### src/rtl/ssp_host_pkg.sv
// ssp_host_pkg: shared state, byte and counter types for the SSP host
package ssp_host_pkg;
    typedef enum logic [1:0] {IDLE, WRITE, READ} state_t;
    typedef logic [7:0]  byte_t;
    typedef logic [15:0] count_t;
endpackage

### src/rtl/ssp_host_fifo.sv
// ssp_host_fifo: power-of-two sync byte FIFO exposing its head and the entry behind it
module ssp_host_fifo
    import ssp_host_pkg::*;
#(
    parameter int DEPTH = 8
) (
    input  logic                     clock,
    input  logic                     clear_b,
    input  logic                     push,
    input  logic                     pop,
    input  byte_t                    din,
    output byte_t                    head,
    output byte_t                    head_nx,
    output logic                     full,
    output logic                     empty,
    output logic [$clog2(DEPTH):0]   level
);
    localparam int AW = $clog2(DEPTH);
    localparam int LW = AW + 1;
    byte_t mem [DEPTH];
    logic [AW-1:0] wr_ptr, rd_ptr, rd_nx;
    logic do_push, do_pop;
    assign full    = level == LW'(DEPTH);
    assign empty   = level == '0;
    assign do_push = push && !full;
    assign do_pop  = pop && !empty;
    assign rd_nx   = rd_ptr + AW'(1);
    assign head    = mem[rd_ptr];
    assign head_nx = mem[rd_nx];
    always_ff @(posedge clock)
        if (!clear_b) begin
            wr_ptr <= '0;
            rd_ptr <= '0;
            level  <= '0;
        end else begin
            if (do_push) wr_ptr <= wr_ptr + AW'(1);
            if (do_pop) rd_ptr <= rd_nx;
            level <= level + LW'(do_push) - LW'(do_pop);
        end
    always_ff @(posedge clock)
        if (do_push) mem[wr_ptr] <= din;
endmodule

### src/rtl/ssp_host.sv
// ssp_host: buffers bytes into an SSP TX FIFO and drains its RX FIFO in fixed bursts.
// Define SSP_HOST_STATS_EN to enable the TX_COUNT/RX_COUNT statistics counters.
module ssp_host
    import ssp_host_pkg::*;
#(
    parameter int TXBUF_DEPTH    = 8,
    parameter int SSP_FIFO_DEPTH = 4
) (
    input  logic   PCLK,
    input  logic   CLEAR_B,
    input  logic   LD_VALID,
    input  byte_t  LD_DATA,
    output logic   LD_READY,
    output logic   RD_VALID,
    output byte_t  RD_DATA,
    output logic   PSEL,
    output logic   PWRITE,
    output byte_t  PWDATA,
    input  byte_t  PRDATA,
    input  logic   SSPTXINTR,
    input  logic   SSPRXINTR,
    output count_t TX_COUNT,
    output count_t RX_COUNT
);
    localparam int LW = $clog2(TXBUF_DEPTH) + 1;
    localparam int BW = $clog2(SSP_FIFO_DEPTH) + 1;
    state_t state, nxt;
    byte_t head, head_nx, pwdata_d;
    logic full, empty, wr_ok, remain, last_beat;
    logic [LW-1:0] level;
    logic [BW-1:0] beat;
    assign wr_ok     = state == WRITE && !SSPTXINTR;
    assign remain    = level > LW'(wr_ok);
    assign last_beat = beat == BW'(SSP_FIFO_DEPTH - 1);
    assign LD_READY  = !full;
    ssp_host_fifo #(.DEPTH(TXBUF_DEPTH)) u_fifo (
        .clock   (PCLK),
        .clear_b (CLEAR_B),
        .push    (LD_VALID),
        .pop     (wr_ok),
        .din     (LD_DATA),
        .head    (head),
        .head_nx (head_nx),
        .full    (full),
        .empty   (empty),
        .level   (level)
    );
    always_ff @(posedge PCLK)
        state <= !CLEAR_B ? IDLE : nxt;
    // Outputs are registered from the next state, so PWDATA must already show the post-pop head
    always_comb begin
        nxt = state == READ ? (!last_beat ? READ : empty ? IDLE : WRITE)
            : SSPRXINTR ? READ
            : (state == WRITE ? remain : !empty) ? WRITE : IDLE;
        pwdata_d = nxt == WRITE ? (wr_ok ? head_nx : head) : '0;
    end
    always_ff @(posedge PCLK)
        if (!CLEAR_B) begin
            beat     <= '0;
            PSEL     <= 1'b0;
            PWRITE   <= 1'b0;
            PWDATA   <= '0;
            RD_VALID <= 1'b0;
            RD_DATA  <= '0;
        end else begin
            beat     <= state == READ ? beat + BW'(1) : '0;
            PSEL     <= nxt != IDLE;
            PWRITE   <= nxt == WRITE;
            PWDATA   <= pwdata_d;
            RD_VALID <= state == READ;
            if (state == READ) RD_DATA <= PRDATA;
        end
`ifdef SSP_HOST_STATS_EN
    count_t tx_cnt, rx_cnt;
    always_ff @(posedge PCLK)
        if (!CLEAR_B) begin
            tx_cnt <= '0;
            rx_cnt <= '0;
        end else begin
            tx_cnt <= tx_cnt + count_t'(wr_ok);
            rx_cnt <= rx_cnt + count_t'(state == READ);
        end
    assign TX_COUNT = tx_cnt;
    assign RX_COUNT = rx_cnt;
`else
    assign TX_COUNT = '0;
    assign RX_COUNT = '0;
`endif
endmodule
### config.mk
export PLATFORM = sky130hd
export DESIGN_NAME = ssp_host
export DESIGN_NICKNAME = d
export VERILOG_FILES = /design/src/rtl/ssp_host_pkg.sv /design/src/rtl/ssp_host_fifo.sv /design/src/rtl/ssp_host.sv
export SDC_FILE = /design/constraint.sdc
export NUM_CORES = 1
export LEC_CHECK = 0
export ABC_AREA = 0
export CAP_MARGIN = 30
export CELL_PAD_IN_SITES_DETAIL_PLACEMENT = 0
export CELL_PAD_IN_SITES_GLOBAL_PLACEMENT = 2
export CORE_UTILIZATION = 41
export CTS_BUF_LIST = sky130_fd_sc_hd__clkbuf_4 sky130_fd_sc_hd__clkbuf_8 sky130_fd_sc_hd__clkbuf_16
export DETAILED_ROUTE_END_ITERATION = 10
export GPL_ROUTABILITY_DRIVEN = 0
export PLACE_DENSITY_LB_ADDON = 0.1
export SLEW_MARGIN = 20
export SYNTH_ARGS = -nofsm -noshare
export SYNTH_HDL_FRONTEND = slang
export SYNTH_HIERARCHICAL = 1
export SYNTH_SLANG_ARGS = --single-unit
export TNS_END_PERCENT = 20
### constraint.sdc
create_clock -name PCLK -period 4.4 [get_ports PCLK]
set_clock_uncertainty 0.15 [all_clocks]
set_input_delay 1.1 -clock PCLK [delete_from_list [all_inputs] [get_ports PCLK]]
set_output_delay 1.1 -clock PCLK [all_outputs]
set_load 0.005 [all_outputs]
# == After elaboration in Yosys (flattened, before gate mapping) ==
# Memories as Yosys holds them, arrays and structs flattened. A register that Yosys moved wholly into a read port is not among the register bits.
# Index checks and enable logic that the tools add are counted.
# W data, S select, Z words.
# classes
add_sub_neg,5
magnitude_cmp,1
eq_ne,5
mux,11
reduce_logical,10
# ops
op,count
$add A3 B1 Y3 const B,3
$mux W8,1
$mux W2,3
$mux W3,2
$mux W1,5
$add A4 B1 Y4,1
$eq A2 B1 Y1 const B,2
$eq A4 B4 Y1 const B,1
$gt A4 B1 Y1,1
$logic_not A4 Y1,1
$reduce_and A2 Y1,2
$sub A4 B1 Y4,1
$eq A3 B2 Y1 const B,1
$logic_and A1 B1 Y1,3
$logic_not A1 Y1,3
$eq A2 B2 Y1 const B,1
$reduce_bool A2 Y1,1
# totals
regBits,34
mem_bits_rw,64
inputBits,21
out_inout_bits,52
elab_cells,43
n_memories,1
# mem_list
memory,depth,word_bits,rd,rd_clocked_by_memory_dff,write_ports,line,rtl
u_fifo.mem,8,8,2,1,1,ssp_host_fifo.sv:20,byte_t mem [DEPTH];

# == Logic depth before layout (Yosys ltp) ==
# Gate-level depths: netlist of the first run.
# logic_depth
ltp_word,9
depth_mapped,11
mapped_depth_nobuf,11

# == Hierarchy ==
# The synthesis of the first run kept the hierarchy.
# by_module_without_submodules
mod,n_inst,cells_each,area_per_inst_um2,seq_area_each_um2
ssp_host_fifo,1,203,3639.7,2182.1
ssp_host,1,133,1248.7,480.5

# == Least setup slack after synthesis of the first run ==
# Ideal clock, no wire load.
# synth_path
kind,input-to-reg
from,input port SSPTXINTR
to,register u_fifo.level[2]
setup_ps,120
t_arrival_ps,2661
t_required_ps,4130
slack_ps,1469
cell_stages,10
n_path_buf,1
path_cell_list,nor3_1 buf_2 inv_1 nor2_1 xnor2_1 ha_1 inv_1 fa_1 xor2_1 nor2_1
# synth_via
elab_chain_cells,4
# synth_rtl
item,line,rtl
start: declaration,ssp_host.sv:20,"input logic SSPTXINTR,"
$logic_not A1 Y1,ssp_host.sv:32,assign wr_ok = state == WRITE && !SSPTXINTR;
$logic_and A1 B1 Y1,ssp_host.sv:32,
via wr_ok,ssp_host.sv:29,"logic full, empty, wr_ok, remain, last_beat;"
$logic_and A1 B1 Y1,ssp_host_fifo.sv:26,assign do_pop = pop && !empty;
$sub A4 B1 Y4,ssp_host_fifo.sv:38,level <= level + LW'(do_push) - LW'(do_pop);
end signal: assignment,ssp_host_fifo.sv:38,
end: declaration,ssp_host_fifo.sv:16,output logic [$clog2(DEPTH):0] level
# The timed path passes the listed nets, and every way through them passes these cells.
# A chain may end at the register's enable or synchronous reset.

# == Final worst setup path of the first run ==
# layout_path
from,register u_fifo.level[2]
to,output port LD_READY
# layout_via
elab_chain_cells,2
# layout_rtl
item,line,rtl
$eq A4 B4 Y1,ssp_host_fifo.sv:23,assign full = level == LW'(DEPTH);
via full,ssp_host.sv:29,
$logic_not A1 Y1,ssp_host.sv:35,assign LD_READY = !full;
end: declaration,ssp_host.sv:13,"output logic LD_READY,"
# The timed path passes the listed nets, and every way through them passes these cells.

==> results of run 1 <==
[cells in the final DEF (no fill, tap or decap), types with 2 or more instances in the layout]
| master | n |
|---|---|
| mux4_2 | 21 |
| conb_1 | 32 |
| nand3_1 | 5 |
| nor2b_1 | 2 |
| ha_1 | 10 |
| a21boi_0 | 8 |
| nor3b_2 | 8 |
| o21ai_0 | 5 |
| nor2_1 | 10 |
| mux2i_1 | 12 |
| a21oi_1 | 7 |
| clkbuf_16 | 9 |
| or3_1 | 3 |
| or3b_2 | 2 |
| edfxtp_1 | 64 |
| mux4_1 | 11 |
| buf_4 | 12 |
| bufinv_16 | 2 |
| nor3_2 | 2 |
| nand2_1 | 24 |
| mux2_2 | 16 |
| nor3_1 | 4 |
| inv_6 | 2 |
| inv_1 | 13 |
| dfxtp_1 | 37 |
| xor2_1 | 2 |
| nand2b_1 | 6 |
| clkdlybuf4s50_1 | 40 |
| and2_1 | 3 |
[critical path, cell delays in order (launching register included)]
cell and delay (ps):
dfxtp_1 310, inv_1 90, ha_1 140, or3b_2 500, inv_1 130, inv_1 50, clkdlybuf4s50_1 430
[routing by layer]
| layer | track usage [%] | up-vias |
|---|---|---|
| met5 | 0 | - |
| li1 | - | 1287 |
| met4 | 5.86 | 0 |
| met3 | 4.32 | 11 |
| met2 | 25.8 | 71 |
| met1 | 20.6 | 1333 |
[through the flow]
stage               total power [uW]  cell area (um^2)
floorplan                       1470              5000
global placement                1600              5340
detailed placement              1610              5370
CTS                             2470              5690
global route                    2560              5690
finish                          2440              5690
[registers in the layout, summed over array words and instances, names as in the netlist, named ones only]
name	cells
PWDATA	8
u_fifo/rd_ptr	3
u_fifo/level	4
PWRITE	1
state	2
u_fifo/wr_ptr	3
u_fifo/mem	64
PSEL	1
RD_VALID	1
beat	3
RD_DATA	8
[cells by family after synthesis]
kind of cell / synth area share [%]
adders and majority gates: 3.20
DFF: 54.5
muxes: 21.7
and+or+nand+nor: 8.75
buffers and inverters: 8.16
xor gates and xnor gates: 0.538
AOI/OAI and AO/OA: 3.07
other: 0.0767
[cell type report]
class	count	area (um^2)	share of cell area, %
inverters	14	52.6	0.923
clock inverters	6	93.8	1.65
clock buffers	10	233	4.09
flip-flops and latches	101	2660	46.8
repair buffers	53	518	9.10
multi-input cells	205	1950	34.3
well taps	143	179	3.14
[worst max path at each step]
stage | slack, ps | end | depth (start not counted)
2_1_floorplan | 1470 | u_fifo/level[2]$_SDFF_PN0_ | 10
3_5_place_dp | 950 | u_fifo/level[2]$_SDFF_PN0_ | 11
5_1_grt | 1020 | LD_READY | 6
4_1_cts | 1110 | LD_READY | 6
3_3_place_gp | 990 | u_fifo/level[2]$_SDFF_PN0_ | 11
6_report | 1140 | LD_READY | 6
[power breakdown]
part,switching (uW),internal (uW)
clock,349,510
combinational,227,233
sequential,41.3,1080
==> key figures, run 1 <==
Outcome
  – Outcome: finished with violations
  – Failing checks: design-rule violations

Timing
  – Setup TNS Final: 0 ps
  – Tmin final: 3260 ps
  – Tcrit/Tclk final: 74.0%
  – Worst Hold Slack: 274 ps
  – Worst slew pin tran: 945 ps
  – Fin. Hold Viols: 0
  – Achievable Freq: 307 MHz
  – Slew Viols, Final: 0
  – Final setup vio count: 0
  – Slew HR: 36.7%
  – Final WS setup: 1140 ps
  – RSZ-0062 raised after global routing: no

Yosys
  – Post-synth top flop: edfxtp_1
  – Register area share after synthesis: 54.5%
  – Top post-synthesis cells by count: edfxtp_1, dfxtp_1, buf_4, nand2_1, mux4_2
  – Post-synth ARST share: 0%
  – Ys Warns: 6
  – Synth top area share: 39.3%
  – Synth Instances: 336
  – FF+latch count, synth: 101
  – Mean area per synthesized cell: 14.5 um^2
  – Yosys top cell by area: edfxtp_1
  – Largest cells by area after synthesis: edfxtp_1, dfxtp_1, mux4_2, mux4_1, buf_4
  – Most common cell in the synthesized netlist: edfxtp_1
  – Post-synth EDFFs: 64
  – Synth cell types: 42
  – Synth Cell Area: 4890 um^2

Worst setup path
  – Max FO, Critical Path: 5
  – CP Capture Type: output port
  – Worst Reg-to-Reg Cells: 11
  – WP data arrival: 2010 ps
  – WS Path Type: register to output port
  – Worst R2R Start: u_fifo/level[2]$_SDFF_PN0_
  – Setup crit start kind: register
  – Reg-to-Reg End: u_fifo/level[2]$_SDFF_PN0_
  – Worst path required time: 3150 ps
  – Setup slack, reg-to-reg: 1800 ps
  – Critical path origin: u_fifo/level[2]$_SDFF_PN0_

Job
  – Max cap viols: 0

Die
  – Full die area: 12400 um^2
  – Die height: 111 um
  – Die X: 111 um
  – Site Rows: 39
  – Core area: 11500 um^2
  – Initial core utilization: 42.4%
  – Boundary pin count: 73

Power
  – Leakage: 0.00200 uW
  – Power Density: 428 nW/um^2
  – Max VDD drop: 266 uV

Clock tree
  – CTS buffer count: 9
  – Clk Latency, worst-skew pair: 340 ps
  – Hold buffer count at cts: 0
  – H-tree levels: 3
  – Clock Tree Buf Depth: 2
  – CTS Sinks: 101
  – Post-CTS Resized: 0
  – CTS clk-pin slew, worst paths: 70 ps
  – Root Driver: clkbuf_16
  – Setup Fix Bufs, Post-CTS: 0
  – CTS tree: yes

Finish
  – Fin nets: 416
  – Final non-filler cell total: 532
  – Share of layout cells above drive strength 1: 20.8%
  – Fin util: 49.4%
  – Fill cells: 996
  – Antenna diodes: 0
  – Area Growth Syn to Fin: 16.4%

Detailed routing
  – Final WL: 9260 um
  – Vias: 2702
  – Via density: 5.08
  – Met2 WL: 4490 um
  – Wl on met1: 4230 um
  – Initial detailed-routing violation count: 159
  – Routed wl met3: 408 um
  – Antenna Violating Nets Remaining: 0
  – Highest metal used: met4
  – 1st-pass router iterations: 10
  – Wire per inst: 17.4 um
  – DRC viols: 21

Global routing
  – Vias in the first global route: 2621
  – Overall Global Routing Usage: 16.0%
  – Initial antenna violation count: 0
  – First-pass GRT wire length: 14500 um
  – Total gr overflow: 0
  – Largest net degree at the start of global routing: 31

Placed design
  – Final HPWL DP: 6160 um
  – DP Worst Slack: 951 ps
  – Port Buf Inserts: 40
  – Placed insts: 516

Min path
  – Hold Path End: beat[0]$_SDFF_PN0_
  – Hold wc startpoint: beat[0]$_SDFF_PN0_
  – Hold Path Depth: 1
  – Worst Hold Class: register to register
Power figures use the tool's default switching activity.
==> run 2: changes to the inputs <==
CORE_UTILIZATION = 34   (was 41)
clock period = 2.7 ns   (was 4.4 ns; I/O delays follow)
==> run 2 against run 1 <==
Effect of this change:
- the run now ends clean
- largest cell class unchanged
- core utilization shrank 8.1 points
- non-clock buffer count is 8 higher
- critical endpoint is now u_fifo/level[2]$_SDFF_PN0_
- routed wire length increased by 6.9%
- global-route usage decreased by 1.4 points
- final area up 1.1%
- die area increased by 20%
- register-to-register slack worse by 1500 ps
==> key figures, run 2 (same netlist as run 1, synthesis figures left out) <==
Job
  – Max cap viols: 0

Global routing
  – Gr busiest metal: met2
  – Met2 usage: 23.4%
  – First-pass GRT wire length: 15300 um
  – Initial antenna violation count: 0
  – Vias in the first global route: 2765
  – Largest net degree at the start of global routing: 30
  – Met1 Usage GRT: 19.1%
  – GR Util met3: 3.14%
  – Total gr overflow: 0
  – Overall Global Routing Usage: 14.5%

Worst setup path
  – Setup crit start kind: primary input
  – WP data arrival: 2530 ps
  – WS Path Type: primary input to register
  – Max FO, Critical Path: 3
  – Worst path required time: 2790 ps
  – CP Capture Type: register

Timing
  – Tcrit/Tclk final: 90.6%
  – RSZ-0062 raised after global routing: no
  – Fin. Hold Viols: 0
  – Slew Viols, Final: 0
  – Worst slew pin tran: 571 ps
  – Final setup vio count: 0
  – Slew HR: 61.9%
  – Achievable Freq: 409 MHz
  – Setup TNS Final: 0 ps
  – Worst Hold Slack: 271 ps
  – Final WS setup: 254 ps
  – Tmin final: 2450 ps

Finish
  – Max reg flops: 64
  – Share of layout cells above drive strength 1: 22.4%
  – Commonest non-fill, non-tap cell in the layout: edfxtp_1
  – Final non-filler cell total: 577
  – Commonest non-fill, non-tap cells in the layout: edfxtp_1, clkdlybuf4s50_1, dfxtp_1
  – Top reg by flops: u_fifo/mem
  – Fill cells: 1301
  – Area Growth Syn to Fin: 17.7%
  – Antenna diodes: 0
  – Biggest regs: u_fifo/mem (64), PWDATA (8), RD_DATA (8)
  – Fin nets: 424

Detailed routing
  – Antenna Violating Nets Remaining: 0
  – DRC viols: 0
  – Final WL: 9890 um
  – Vias: 2724
  – Via density: 4.72
  – Initial detailed-routing violation count: 117
  – 1st-pass router iterations: 4
  – Wire per inst: 17.1 um

Min path
  – Worst Hold Class: register to register

Power
  – Max VDD drop: 274 uV
  – Power Density: 675 nW/um^2
  – Overall power: 3890 uW
  – Leakage: 0.00202 uW

Clock tree
  – Root Driver: clkbuf_16
  – CTS buffer count: 9
  – CTS Sinks: 101
  – Clock Tree Buf Depth: 2
  – CTS tree: yes
  – Hold buffer count at cts: 0
  – Clk Latency, worst-skew pair: 350 ps
  – H-tree levels: 3
  – CTS clk-pin slew, worst paths: 70 ps

Die
  – Full die area: 14900 um^2
  – Boundary pin count: 73
  – Core area: 13900 um^2
  – Die X: 122 um
  – Die height: 122 um
  – Site Rows: 43
  – Initial core utilization: 35.1%

Placed design
  – Port Buf Inserts: 40
  – Placed insts: 560
  – DP Worst Slack: -151 ps
  – Final HPWL DP: 6460 um

Outcome
  – Outcome: complete, no violations
run 2: changes by cell type in the layout (fill, tap and decap cells not counted), sizes merged:
| cell | change |
|---|---|
| buf | +8 |
| inv | +3 |
| bufinv | -2 |
| clkbuf | -1 |
| clkdlybuf4s50 | -1 |
| clkinv | +1 |
| clkinvlp | -1 |
| dlymetal6s2s | +1 |
run 2: timing repair:
action	CTS	global route
gates cloned	0	0
resized for setup	3	2
setup endpoints to repair	1	1
setup buffers	1	0
endpoints found under the hold margin	0	0
run 2: path summary, 6_finish.rpt:
kind | cells past startpoint | endpoint | slack (ps) | start
worst min register to register | 1 | beat[0]$_SDFF_PN0_ | 270 | beat[0]$_SDFF_PN0_
worst min-delay path | 1 | beat[0]$_SDFF_PN0_ | 270 | beat[0]$_SDFF_PN0_
worst max register to register | 11 | u_fifo/level[2]$_SDFF_PN0_ | 260 | u_fifo/level[2]$_SDFF_PN0_
worst max-delay path | 10 | u_fifo/level[2]$_SDFF_PN0_ | 250 | SSPTXINTR
run 2: metal layers:
layer | vias to the layer above | part of all wire [%]
met3 | 14 | 3.5
met2 | 63 | 47
met1 | 1332 | 48
met4 | 0 | 1.5
li1 | 1315 | -
met5 | - | 0
run 2: per-stage QoR:
| step | instance area (um^2) | utilization [%] |
|---|---|---|
| finish | 5750 | 41.3 |
| global route | 5750 | 41.3 |
| CTS | 5750 | 41.2 |
| detailed placement | 5450 | 39.1 |
| global placement | 5450 | 39.1 |
| floorplan | 5000 | - |
run 2: layout make-up:
type / instances / area (um^2) / share of cell area [%]
Sequential cell: 101 / 2660 / 46.3
Multi-Input combinational cell: 205 / 1950 / 33.9
Tap cell: 180 / 225 / 3.91
Timing Repair Buffer: 61 / 573 / 9.96
Inverter: 14 / 55.1 / 0.957
Clock buffer: 9 / 225 / 3.91
Clock inverter: 7 / 61.3 / 1.07
run 2: power breakdown:
part	total, uW	internal (uW)	leakage (uW)	switching, uW
registers	1810	1760	0.000882	55.9
clock network	1260	647	0.000142	616
logic	810	413	0.000994	397
run 2: worst max-delay path: stages:
cell	delay, ps
clkdlybuf4s50_1	420
nor3_2	180
inv_1	80
nor2_1	210
xnor2_1	150
ha_1	180
inv_1	50
fa_1	370
xor2_1	170
nor2_1	50
